$ cat src/rtl/red_pitaya_asg_buf_arb.sv
// Arbiter/sequencer sharing one ASG channel buffer port between CPU single-word access and DMA bursts.
// Optional feature macro: ASG_ARB_RUN_LOCK_EN (lock out CPU writes and pause DMA while the channel runs).
module red_pitaya_asg_buf_arb #(
  parameter int RSZ    = 14,
  parameter int DW     = 14,
  parameter int STARVE = 16
) (
  input  logic           dac_clk_i,
  input  logic           dac_rst_i,
  input  logic           cpu_req_i,
  input  logic           cpu_wr_i,
  input  logic [RSZ-1:0] cpu_addr_i,
  input  logic [DW-1:0]  cpu_wdata_i,
  output logic           cpu_ack_o,
  output logic [DW-1:0]  cpu_rdata_o,
  output logic           cpu_err_o,
  input  logic           dma_start_i,
  input  logic [RSZ-1:0] dma_addr_i,
  input  logic [RSZ:0]   dma_len_i,
  input  logic           dma_valid_i,
  input  logic [DW-1:0]  dma_data_i,
  output logic           dma_ready_o,
  output logic           dma_busy_o,
  output logic           dma_done_o,
  input  logic           dac_run_i,
  output logic           buf_we_o,
  output logic [RSZ-1:0] buf_addr_o,
  output logic [DW-1:0]  buf_wdata_o,
  input  logic [DW-1:0]  buf_rdata_i
);

  localparam int SW = $clog2(STARVE + 1) + 1;

  typedef enum logic [2:0] {
    S_IDLE, S_CPU_WR, S_CPU_RD0, S_CPU_RD1, S_DMA
  } state_t;

  state_t         state_q;
  logic           cpu_ack_q, cpu_err_q, busy_q, done_q, we_q;
  logic [DW-1:0]  cpu_rdata_q, wdata_q;
  logic [RSZ-1:0] addr_q, addr_cnt_q;
  logic [RSZ:0]   remain_q;
  logic [SW-1:0]  starve_q, starve_d;

  logic lock, starve_hit, cpu_go, beat, last_beat;

`ifdef ASG_ARB_RUN_LOCK_EN
  assign lock = dac_run_i;
`else
  logic unused_run;
  assign unused_run = dac_run_i;
  assign lock       = 1'b0;
`endif

  assign starve_hit = (starve_q >= SW'(STARVE));
  // The CPU request is blind during its own ack cycle so one request never yields two accesses.
  assign cpu_go     = cpu_req_i & ~cpu_ack_q;
  assign starve_d   = starve_hit ? starve_q : starve_q + SW'(1);

  assign dma_ready_o = (state_q == S_DMA) & ~starve_hit & ~lock;
  assign beat        = dma_ready_o & dma_valid_i;
  assign last_beat   = beat & (remain_q == (RSZ+1)'(1));

  always_ff @(posedge dac_clk_i) begin
    if (dac_rst_i) begin
      state_q     <= S_IDLE;
      cpu_ack_q   <= 1'b0;
      cpu_err_q   <= 1'b0;
      cpu_rdata_q <= '0;
      busy_q      <= 1'b0;
      done_q      <= 1'b0;
      we_q        <= 1'b0;
      addr_q      <= '0;
      wdata_q     <= '0;
      addr_cnt_q  <= '0;
      remain_q    <= '0;
      starve_q    <= '0;
    end else begin
      cpu_ack_q <= 1'b0;
      cpu_err_q <= 1'b0;
      done_q    <= 1'b0;
      we_q      <= 1'b0;

      // A zero-length burst completes at once and never becomes busy.
      if (dma_start_i && !busy_q) begin
        if (dma_len_i == '0) begin
          done_q <= 1'b1;
        end else begin
          busy_q     <= 1'b1;
          addr_cnt_q <= dma_addr_i;
          remain_q   <= dma_len_i;
        end
      end

      case (state_q)
        S_IDLE: begin
          if (busy_q && !starve_hit) begin
            state_q <= S_DMA;
          end else if (cpu_go) begin
            starve_q <= '0;
            if (cpu_wr_i) begin
              state_q   <= S_CPU_WR;
              cpu_ack_q <= 1'b1;
              if (lock) begin
                cpu_err_q <= 1'b1;
              end else begin
                we_q    <= 1'b1;
                addr_q  <= cpu_addr_i;
                wdata_q <= cpu_wdata_i;
              end
            end else begin
              state_q <= S_CPU_RD0;
              addr_q  <= cpu_addr_i;
            end
          end else if (!cpu_req_i) begin
            starve_q <= '0;
          end
        end
        S_CPU_WR:  state_q <= S_IDLE;
        S_CPU_RD0: state_q <= S_CPU_RD1;
        S_CPU_RD1: begin
          state_q     <= S_IDLE;
          cpu_ack_q   <= 1'b1;
          cpu_rdata_q <= buf_rdata_i;
        end
        S_DMA: begin
          starve_q <= cpu_req_i ? starve_d : '0;
          if (beat) begin
            we_q       <= 1'b1;
            addr_q     <= addr_cnt_q;
            wdata_q    <= dma_data_i;
            addr_cnt_q <= addr_cnt_q + RSZ'(1);
            remain_q   <= remain_q - (RSZ+1)'(1);
            if (last_beat) begin
              busy_q  <= 1'b0;
              done_q  <= 1'b1;
              state_q <= S_IDLE;
            end
          end else if (starve_hit || !busy_q) begin
            state_q <= S_IDLE;
          end
        end
        default: state_q <= S_IDLE;
      endcase
    end
  end

  assign cpu_ack_o   = cpu_ack_q;
  assign cpu_rdata_o = cpu_rdata_q;
  assign cpu_err_o   = cpu_err_q;
  assign dma_busy_o  = busy_q;
  assign dma_done_o  = done_q;
  assign buf_we_o    = we_q;
  assign buf_addr_o  = addr_q;
  assign buf_wdata_o = wdata_q;

endmodule
$ cat config.mk
export PLATFORM = sky130hd
export DESIGN_NAME = red_pitaya_asg_buf_arb
export DESIGN_NICKNAME = d
export VERILOG_FILES = /design/src/rtl/red_pitaya_asg_buf_arb.sv
export SDC_FILE = /design/constraint.sdc
export NUM_CORES = 1
export LEC_CHECK = 0
export CAP_MARGIN = 15
export CORE_UTILIZATION = 46
export DETAILED_ROUTE_END_ITERATION = 7
export GPL_TIMING_DRIVEN = 0
export MAX_ROUTING_LAYER = met4
export PLACE_DENSITY = 0.81
export REMOVE_ABC_BUFFERS = 1
export SYNTH_ARGS = -nofsm -noshare
export SYNTH_HDL_FRONTEND = slang
export SYNTH_SLANG_ARGS = --single-unit
$ cat constraint.sdc
create_clock -name dac_clk_i -period 2.5 [get_ports dac_clk_i]
set_input_delay 0.5 -clock dac_clk_i [delete_from_list [all_inputs] [get_ports dac_clk_i]]
set_output_delay 0.5 -clock dac_clk_i [all_outputs]
set_load 0.02 [all_outputs]
# [Word level (Yosys, flattened, before mapping)]
# Cells that the tools add are included.
[totals] register_bits=84 output_inout_bits=48 word_cells=92
[classes] n_addsub=3 n_lt_le_gt_ge=1 n_eq_ne=13 n_mux=46 bitwise=6 n_reduce_logical=12
[op_table] operator="14-bit 2-to-1 mux" count=11
[op_table] operator="15-bit 2-to-1 mux" count=4
[op_table] operator="14-bit case mux with 2 select lines" count=2
[op_table] operator="6-bit 2-to-1 mux" count=5
[op_table] operator="15-bit by 1-bit equality test with 1-bit output (second input constant)" count=1
[op_table] operator="15-bit logical NOT" count=1
[op_table] operator="3-bit 2-to-1 mux" count=5
[op_table] operator="15-bit by 1-bit subtractor with 15-bit output (second input constant)" count=1
[op_table] operator="14-bit by 1-bit adder with 14-bit output (second input constant)" count=1
[op_table] operator="1-bit 2-to-1 mux" count=14
[op_table] operator="3-bit inequality test (second input constant)" count=4
[op_table] operator="6-bit case mux with 2 select lines" count=1
[op_table] operator="3-bit case mux with 3 select lines" count=1
[op_table] operator="2-bit inequality test (second input constant)" count=4
[op_table] operator="4-bit AND reduction" count=2
[op_table] operator="6-bit by 1-bit adder with 6-bit output (second input constant)" count=1
[op_table] operator="3-bit by 2-bit equality test with 1-bit output (second input constant)" count=2
[op_table] operator="6-bit by 5-bit greater-or-equal comparator with 1-bit output (second input constant)" count=1
[op_table] operator="5-bit AND reduction" count=1
[op_table] operator="1-bit AND" count=4
[op_table] operator="1-bit case mux with 2 select lines" count=2
[op_table] operator="3-bit equality test (second input constant)" count=1
[op_table] operator="3-bit logical NOT" count=1
[op_table] operator="3-bit by 2-bit inequality test with 1-bit output (second input constant)" count=1
[op_table] operator="other kinds (7)" count=10

# [Depth between registers and ports, before layout]
# Gate-level depths: netlist (run 1).
[logic_depth] word_depth=8 ltp_mapped=9 depth_no_buf=7

# [Least setup slack after synthesis (run 1)]
# No wires, ideal clock.
[synth_path] path_kind="input to register" start="input port dma_len_i[0]" end="register addr_cnt_q[2]" setup_ns=0.128 t_arrival_ns=2.084 setup_slack_ns=0.288 cell_stages=6 cell_sequence="or4_4 o41ai_4 nor2_2 buf_6 a221oi_1 nor2_1"
[synth_via] elab_chain_cells=5
[synth_lines] element="start: declaration" line="19" rtl="input logic [RSZ:0] dma_len_i,"
[synth_lines] element="15-bit logical NOT *" line="86" rtl="if (dma_len_i == '0) begin"
[synth_lines] element="14-bit 2-to-1 mux *" line="86"
[synth_lines] element="14-bit 2-to-1 mux *" line="85" rtl="if (dma_start_i && !busy_q) begin"
[synth_lines] element="14-bit 2-to-1 mux" line="128" rtl="if (beat) begin"
[synth_lines] element="14-bit 2-to-1 mux *" line="95" rtl="case (state_q)"
[synth_lines] element="end signal: assignment" line="90" rtl="addr_cnt_q <= dma_addr_i;"
[synth_lines] element="end signal: assignment" line="132" rtl="addr_cnt_q <= addr_cnt_q + RSZ'(1);"
[synth_lines] element="end: declaration" line="41" rtl="logic [RSZ-1:0] addr_q, addr_cnt_q;"
# Every way passes the cells marked *; elsewhere a longest branch is shown, timed or not.
# A chain may end at the register's enable or synchronous reset.

# [Worst setup path in the final report (run 1)]
[layout_path] start="input port dma_len_i[7]" end="register remain_q[5]"
[layout_via] elab_chain_cells=5
[layout_lines] element="15-bit logical NOT *" line="86"
[layout_lines] element="15-bit 2-to-1 mux *" line="86"
[layout_lines] element="15-bit 2-to-1 mux *" line="85"
[layout_lines] element="15-bit 2-to-1 mux" line="128"
[layout_lines] element="15-bit 2-to-1 mux *" line="95"
[layout_lines] element="end signal: assignment" line="91" rtl="remain_q <= dma_len_i;"
[layout_lines] element="end signal: assignment" line="133" rtl="remain_q <= remain_q - (RSZ+1)'(1);"
[layout_lines] element="end: declaration" line="42" rtl="logic [RSZ:0] remain_q;"
# Marked as above.

==> metrics.csv, run 1 <==
stage;metric;value;unit
yosys;synthMuxAreaShare;0.0739;
finish;area_growth;41.5;%
placed_design;port_buffers;137;
hold_path;hold_start;cpu_rdata_o[11];
yosys;synth_compound_area_frac;0.213;
die;die_h;96.2;microns
pwr;p_leak;0.00199;uW
sta;final-max-slew-violation-count;0;
setup_path;worstSetupStartpointType;input pin;
yosys;ys_ff_latch;84;
yosys;synthAdderAreaFrac;0.0123;
cts;cts_tree;built;
yosys;yosysUniqueCellTypes;58;
setup_path;crit_type;in -> reg;
sta;worst_pin_slew;0.882;ns
finish;final_layout_size_suffix_gt1_frac;0.0902;
routing;via_count;4114;
global_route;grt_pass1_vias;3800;
routing;drc;0;
setup_path;worstReg2RegEnd;buf_addr_o[0];
die;dieArea;9240;sq um
yosys;syn_avg_cell_area;8.39;sq um
sta;max_freq;408;MHz
routing;ant_nets;0;
setup_path;cp_slowest_cell;or4_4;
yosys;postSynthCellCount;486;
sta;fin_ws;0.0484;ns
yosys;async_flop_share;0;
run_status;status;complete, no violations;
placed_design;place_area;5440;sq um
yosys;synthFlopType;dfxtp_1;
placed_design;finalWeightedCongestion;0.854;
yosys;yosys.area_share.simple;0.232;
routing;first_pass_iters;5;
run;max_cap_violations;0;
setup_path;max_stage_delay;0.59;ns
setup_path;critPathArrivalTime;2.71;ns
die;rows;33;
global_route;grt_util_all_layers;0.247;
yosys;yosys_warnings;0;
sta;rsz0062_at_grt;no;
setup_path;critPathCaptureType;flip-flop;
pwr;p_total;3520;uW
hold_path;hold_path.class;reg -> reg;
cts;clk_latency;0.36;ns
placed_design;dpl.hpwl;7.35;mm
die;die_w;96.2;microns
yosys;synth_xor_area_frac;0.00644;
hold_path;worstHoldPathCells;2;
sta;finalCritPeriodShare;0.981;
sta;skew;0.0102;ns
yosys;syn_area;4080;sq um
finish;nets;701;
cts;cts_sinks;84;
yosys;synth_edf_count;0;
sta;period_minus_slack;2.45;ns
pwr;cellPowerDensity;610;nW/um^2
placed_design;dp_worst_setup_slack;-0.969;ns
finish;final_area;5770;sq um
finish;num_antenna_cells;0;
setup_path;path_max_fanout;11;
cts;clk_path_buf_depth;2;
global_route;grt_max_degree;84;
routing;drt_iter0_markers;173;
sta;max_slew_margin;0.412;
yosys;ys_seq_area_frac;0.412;
cts;cts_root_buffer;clkbuf_8;
setup_path;rr_worst_depth;5;
sta;setup_tns;0;ns
cts;cts_made_buffers;9;
setup_path;crit_buf_inv;1;
hold_path;hold_end;cpu_rdata_o[11];
setup_path;path_cells;clkdlybuf4s50_1, or4_4, o41a_1, nand2_4, nor2_1, a2111oi_2;
setup_path;worst-r2r-setup-slack;0.17;ns
pwr;vdd_ir_drop_max;0.365;mV
global_route;antenna_found_initial;0;
sta;timing.final.hold_violations;0;
cts;clk_pin_slew;0.09;ns
setup_path;worst_ep_required_time;2.76;ns
die;core_area;8380;sq um
global_route;grt_pass1_wl;17.3;mm
setup_path;cp_top_family;compound AO/OA/AOI/OAI gates;
sta;setup_violations;0;
cts;cts_htree_levels;3;
yosys;synth_top_family_by_area;simple AND/OR/NAND/NOR gates;
routing;avgRoutedWirePerCell;15.3;microns
die;start_util;0.486;
setup_path;reg2reg_from;state_q[2];
routing;wirelength;10.9;mm
routing;vias_per_cell;5.75;
die;num_io_pins;140;
global_route;grt-ovfl-total;0;
cells by family (layout without fill, tap and decap cells):
group,after synthesis,count (layout)
compound gates,127,128
fa+ha+maj,4,4
other cells,1,1
buf+inv,43,166
mux,30,30
xor+xnor,3,3
simple gates,194,194
flops,84,84
routing by layer:
metal	wire length (microns)	track usage	up-vias
met3	696	0.0506	14
met2	5370	0.428	131
met4	114	0.0622	0
met5	0	-	-
met1	4740	0.291	1951
li1	-	-	2018
stage by stage:
stage	std cells	hold slack [ns]	utilization
2_1_floorplan	447	0.443	-
3_3_place_gp	689	0.442	0.644
3_5_place_dp	692	0.446	0.649
4_1_cts	715	0.460	0.686
5_1_grt	715	0.482	0.689
6_report	715	0.459	0.689
cell usage after synthesis, types with 4 or more instances:
library cell | n | area share
nand4_1 | 7 | 0.011
nor3_1 | 10 | 0.012
a21oi_1 | 39 | 0.048
nand3_1 | 15 | 0.018
buf_1 | 4 | 0.0037
nand2_1 | 51 | 0.047
buf_2 | 6 | 0.0074
nor2_1 | 63 | 0.058
a221oi_1 | 4 | 0.0086
a211oi_1 | 34 | 0.063
and3_1 | 5 | 0.0077
dfxtp_1 | 84 | 0.41
ha_1 | 4 | 0.012
mux2i_1 | 29 | 0.071
nor4_1 | 9 | 0.014
a31oi_1 | 12 | 0.018
clkbuf_1 | 25 | 0.023
or2_2 | 4 | 0.0061
inv_1 | 4 | 0.0037
o21ai_0 | 13 | 0.016
cell type report:
class | count | area, sq um
clock buffer | 9 | 124
clock inverter | 7 | 100
fill | 685 | 2610
inverter | 4 | 15.0
multi-input combinational | 360 | 2270
sequential | 84 | 1680
tap | 105 | 131
timing repair buffer | 146 | 1450
power by group:
| group | total, uW | switching, uW | leakage [uW] | internal [uW] |
|---|---|---|---|---|
| combinational | 893 | 450 | 0.00119 | 442 |
| sequential | 1540 | 93.5 | 0.000688 | 1450 |
| clock | 1090 | 519 | 0.000114 | 569 |
| total | 3520 | 1060 | 0.00199 | 2460 |
worst reg2reg max path, cell delays in order, from the launching register on:
cell and delay, ns:
dfxtp_2 0.44, nor3b_4 0.29, buf_4 0.18, nand3_4 0.36, a21boi_2 0.73, a211oi_1 0.18
how the worst max path moves through the flow:
stage / end / slack (ns) / cells after the start / start
6_report: remain_q[5] / 0.05 / 6 / dma_len_i[7]
5_1_grt: remain_q[5] / 0.008 / 6 / dma_len_i[7]
4_1_cts: dma_ready_o / 0.005 / 3 / state_q[2]
3_5_place_dp: buf_addr_o[8] / -0.97 / 5 / state_q[2]
3_3_place_gp: buf_addr_o[2] / -5.63 / 5 / state_q[2]
2_1_floorplan: buf_addr_o[0] / -3.76 / 5 / state_q[2]
cells in the final DEF, fill, tap and decap left out, types with 3 or more instances in the layout:
| cell type | synthesis | final |
|---|---|---|
| inv_1 | 4 | 4 |
| or3_1 | 3 | 3 |
| nand3_1 | 15 | 15 |
| clkbuf_8 | 0 | 9 |
| a211oi_1 | 34 | 34 |
| and2_1 | 3 | 3 |
| nand2_1 | 51 | 50 |
| mux2i_1 | 29 | 29 |
| o211ai_1 | 3 | 3 |
| a41oi_1 | 3 | 3 |
| a2bb2oi_1 | 3 | 3 |
| or4_4 | 2 | 3 |
| nor4_1 | 9 | 8 |
| a221oi_1 | 4 | 4 |
| nor2_1 | 63 | 62 |
| or2_2 | 4 | 4 |
| clkinv_4 | 0 | 3 |
| and4_1 | 3 | 3 |
| nand4_1 | 7 | 7 |
| nand2b_1 | 3 | 3 |
| o21ai_0 | 13 | 13 |
| dfxtp_1 | 84 | 83 |
| nor3_1 | 10 | 10 |
| a21oi_1 | 39 | 39 |
| buf_4 | 1 | 7 |
| clkdlybuf4s50_1 | 0 | 136 |
| and3_1 | 5 | 4 |
| ha_1 | 4 | 4 |
| a31oi_1 | 12 | 12 |
flip-flops by register name, summed over array words and instances, names as in the netlist:
| name | count |
|---|---|
| starve_q | 6 |
| buf_we_o | 1 |
| dma_done_o | 1 |
| cpu_rdata_o | 14 |
| state_q | 3 |
| cpu_ack_o | 1 |
| buf_wdata_o | 14 |
| addr_cnt_q | 14 |
| dma_busy_o | 1 |
| buf_addr_o | 14 |
| remain_q | 15 |
timing repair:
item                       CTS  global route
pin swaps                    3             2
hold buffers                 0             0
setup endpoints to repair   55            29
buffers inserted             6             0
gates cloned                 1             0
gates resized for setup      7             6
(Power assumes the default switching activity.)
==> inputs of run 2 (changes only) <==
--- a/config.mk
+++ b/config.mk
@@ -5,12 +5,13 @@
 export SDC_FILE = /design/constraint.sdc
 export NUM_CORES = 1
 export LEC_CHECK = 0
+export ABC_AREA = 1
 export CAP_MARGIN = 15
-export CORE_UTILIZATION = 46
+export CORE_UTILIZATION = 47
 export DETAILED_ROUTE_END_ITERATION = 7
 export GPL_TIMING_DRIVEN = 0
 export MAX_ROUTING_LAYER = met4
-export PLACE_DENSITY = 0.81
+export PLACE_DENSITY = 0.8
 export REMOVE_ABC_BUFFERS = 1
 export SYNTH_ARGS = -nofsm -noshare
 export SYNTH_HDL_FRONTEND = slang
==> constraint.sdc (replaced) <==
create_clock -name dac_clk_i -period 2.5 [get_ports dac_clk_i]
set_input_delay 0.5 -clock dac_clk_i [delete_from_list [all_inputs] [get_ports dac_clk_i]]
set_output_delay 0.5 -clock dac_clk_i [all_outputs]
set_load 0.005 [all_outputs]
==> run 2 against run 1 <==
  * Utilization down 2.2 points
  * Clock skew barely moved
  * Maximum frequency is 5.6% higher
  * Sequential power is 7% higher
  * Non-clock buffer count fell by 6
==> metrics.csv, run 2 <==
stage;metric;value;unit;change
pwr;combPwrFrac;0.338;;+0.084
setup_path;max_stage_delay;0.52;ns;-0.07 ns
pwr;vdd_ir_drop_max;0.368;mV;+0.87%
yosys;synthFlopType;dfxtp_1;;
die;rows;35;;+6.1%
routing;via_count;5065;;+23%
cts;hold_buffers;0;;unchanged
pwr;p_int;2630;uW;+6.8%
sta;timing.final.hold_violations;0;;unchanged
setup_path;worstSetupStartpointType;flip-flop;;
yosys;synth_edf_count;0;;unchanged
yosys;postSynthCellCount;743;;+53%
cts;cts_made_buffers;9;;unchanged
sta;whs;0.473;ns;+0.0133 ns
cts;cts_sinks;84;;unchanged
cts;cts_tree;built;;
run_status;status;complete, no violations;;
yosys;synth_commonest_cells;189 x nand2_1, 150 x nor2_1, 88 x nand3_1;;
yosys;ys_ff_latch;84;;unchanged
pwr;switching_share;0.341;;+0.0391
hold_path;worstHoldPathCells;2;;unchanged
placed_design;port_buffers;137;;unchanged
setup_path;worst_ep_required_time;2.00;ns;-0.76 ns
setup_path;critPathArrivalTime;1.82;ns;-0.89 ns
setup_path;cp_slowest_cell;clkdlybuf4s50_1;;
sta;rsz0062_at_grt;no;;
yosys;ys_seq_area_frac;0.366;;-0.0467
finish;area_growth;35.9;%;
cts;cts_root_buffer;clkbuf_8;;
sta;setup_tns;0;ns;unchanged
cts;clk_latency;0.35;ns;about the same
setup_path;reg2reg_from;state_q[1];;
sta;max_slew_margin;0.430;;+0.0180
die;start_util;0.491;;+0.00416
yosys;netlist_top_cells_area;dfxtp_1 37%, nand2_1 15%, nor2_1 12%, nand3_1 9.6%, o21ai_0 5.4%;;
finish;final_layout_size_suffix_gt1_frac;0.0429;;-0.0473
setup_path;critPathCaptureType;primary output;;
sta;finalCritPeriodShare;0.929;;-0.0521
setup_path;worstReg2RegEnd;buf_wdata_o[3];;
cts;clk_pin_slew;0.09;ns;about the same
routing;ant_nets;0;;unchanged
setup_path;path_cells;nor2_4, nand2_8, nor2_4, clkdlybuf4s50_1;;
die;die_h;101;microns;+5.0%
finish;final_cell_mix;187 x nand2_1, 149 x nor2_1, 137 x clkdlybuf4s50_1;;
placed_design;finalWeightedCongestion;0.857;;+0.36%
pwr;switchingPower;1360;uW;+28%
pwr;p_total;3980;uW;+13%
finish;final_area;6250;sq um;+8.3%
routing;wirelength;12.4;mm;+14%
finish;num_antenna_cells;0;;unchanged
routing;first_pass_iters;5;;unchanged
routing;drc;0;;unchanged
yosys;yosysMostFrequentCell;nand2_1;;
yosys;yosysUniqueCellTypes;29;;-50%
sta;max_freq;431;MHz;+5.6%
global_route;grt_max_degree;55;;-35%
setup_path;path_max_fanout;48;;+37
placed_design;dpl.hpwl;8.78;mm;+19%
yosys;post-synth-top-area-cell;dfxtp_1;;
finish;largest_reg_flops;15;;unchanged
finish;finalNonFillerCells;992;;+39%
pwr;clkPwrFrac;0.248;;-0.061
finish;top_register;remain_q;;
hold_path;hold_path.class;reg -> reg;;
global_route;antenna_found_initial;0;;unchanged
die;die_w;101;microns;+5.0%
global_route;grt_pass1_vias;4670;;+23%
pwr;cellPowerDensity;637;nW/um^2;+4.4%
sta;skew;0.0100;ns;-0.000154 ns
pwr;pwr-share-seq;0.414;;-0.024
placed_design;dp.cells;976;;+41%
die;core_area;9370;sq um;+12%
yosys;yosysTopAreaCellShare;0.366;;-0.0467
setup_path;crit_type;reg -> out;;
yosys;syn_area;4600;sq um;+13%
sta;final-max-slew-violation-count;0;;unchanged
routing;vias_per_cell;5.11;;-11%
global_route;grt-ovfl-total;0;;unchanged
setup_path;rr_worst_depth;8;;+3
hold_path;hold_end;buf_addr_o[10];;
pwr;p_leak;0.00278;uW;+40%
cts;clk_path_buf_depth;2;;unchanged
finish;mostFrequentLayoutCell;nand2_1;;
setup_path;crit_top_cell;nor2_4;;
yosys;async_flop_share;0;;unchanged
setup_path;worst-r2r-setup-slack;0.35;ns;+0.18 ns
yosys;yosys_warnings;0;;unchanged
cts;cts_htree_levels;3;;unchanged
routing;drt_iter0_markers;275;;+59%
hold_path;hold_start;buf_addr_o[10];;
global_route;grt_util_all_layers;0.254;;+0.00746
global_route;grt_pass1_wl;20.5;mm;+18%
finish;fillers;873;;+27%
sta;period_minus_slack;2.32;ns;-0.130 ns
routing;avgRoutedWirePerCell;12.5;microns;-18%
die;num_io_pins;140;;unchanged
yosys;syn_avg_cell_area;6.19;sq um;-26%
sta;worst_pin_slew;0.852;ns;-0.0297 ns
finish;nets;954;;+36%
placed_design;place_area;6000;sq um;+10%
sta;setup_violations;0;;unchanged
die;dieArea;10200;sq um;+10%
run;max_cap_violations;0;;unchanged
==> run 2: cell type report <==
| cell class | instances | area, sq um | area share |
|---|---|---|---|
| inverters | 63 | 236 | 0.0378 |
| clock buffers | 10 | 138 | 0.0220 |
| repair buffers | 140 | 1410 | 0.226 |
| flip-flops and latches | 84 | 1680 | 0.269 |
| multi-input cells | 560 | 2560 | 0.410 |
| clock inverters | 6 | 61.3 | 0.00981 |
| well taps | 129 | 161 | 0.0258 |
==> run 2: how the worst max path moves through the flow <==
stage / endpoint / depth (start not counted) / from / slack, ns
finish: dma_ready_o / 4 / state_q[1] / 0.18
global route: dma_ready_o / 4 / state_q[1] / 0.1
CTS: remain_q[6] / 10 / dma_len_i[10] / 0.06
detailed placement: remain_q[9] / 6 / dma_start_i / -0.89
global placement: addr_cnt_q[1] / 6 / dma_start_i / -1.42
floorplan: addr_cnt_q[0] / 5 / dma_start_i / -0.03
==> run 2: kinds of logic (layout without fill, tap and decap cells) <==
kind of cell    count (synthesis)  count (layout)  synth area share
other cells                     1               1          0.000816
xor+xnor                        6               6            0.0114
fa+ha+maj                       4               4            0.0109
compound gates                 90              90             0.101
buf+inv                        99             219            0.0884
simple gates                  459             459             0.421
flops                          84              84             0.366
==> run 2: per-layer routing <==
| metal | vias up | part of all wire | global-route usage |
|---|---|---|---|
| li1 | 2593 | - | - |
| met1 | 2270 | 0.44 | 0.298 |
| met2 | 185 | 0.47 | 0.450 |
| met3 | 17 | 0.070 | 0.0430 |
| met4 | 0 | 0.013 | 0.0669 |
| met5 | - | 0 | - |
==> run 2: worst max-delay path, delay by kind of cell, from the launching register on <==
kind / cells / cell delay (ns)
buf+inv: 1 / 0.52
flops: 1 / 0.34
simple gates: 3 / 0.60
==> run 2: what timing repair did <==
| action | 4_1_cts | 5_1_grt |
|---|---|---|
| pin swaps | 0 | 0 |
| setup endpoints to repair | 45 | 26 |
| resized for setup | 6 | 3 |
| gates cloned | 0 | 0 |
| buffers inserted | 0 | 0 |
| endpoints found under the hold margin | 0 | 0 |
==> run 2: per-stage QoR <==
stage               setup slack [ns]   util
floorplan                    -0.0328      -
global placement               -1.42  0.636
detailed placement            -0.892  0.640
CTS                           0.0581  0.665
global route                  0.0954  0.667
finish                         0.179  0.667
==> run 2: power by group through the flow <==
stage | combinational (uW) | clock, uW | sequential, uW
6_report | 1350 | 986 | 1650
5_1_grt | 1530 | 1050 | 1670
4_1_cts | 1340 | 998 | 1650
3_5_place_dp | 1320 | 0 | 1680
3_3_place_gp | 1270 | 0 | 1660
2_1_floorplan | 744 | 0 | 1670
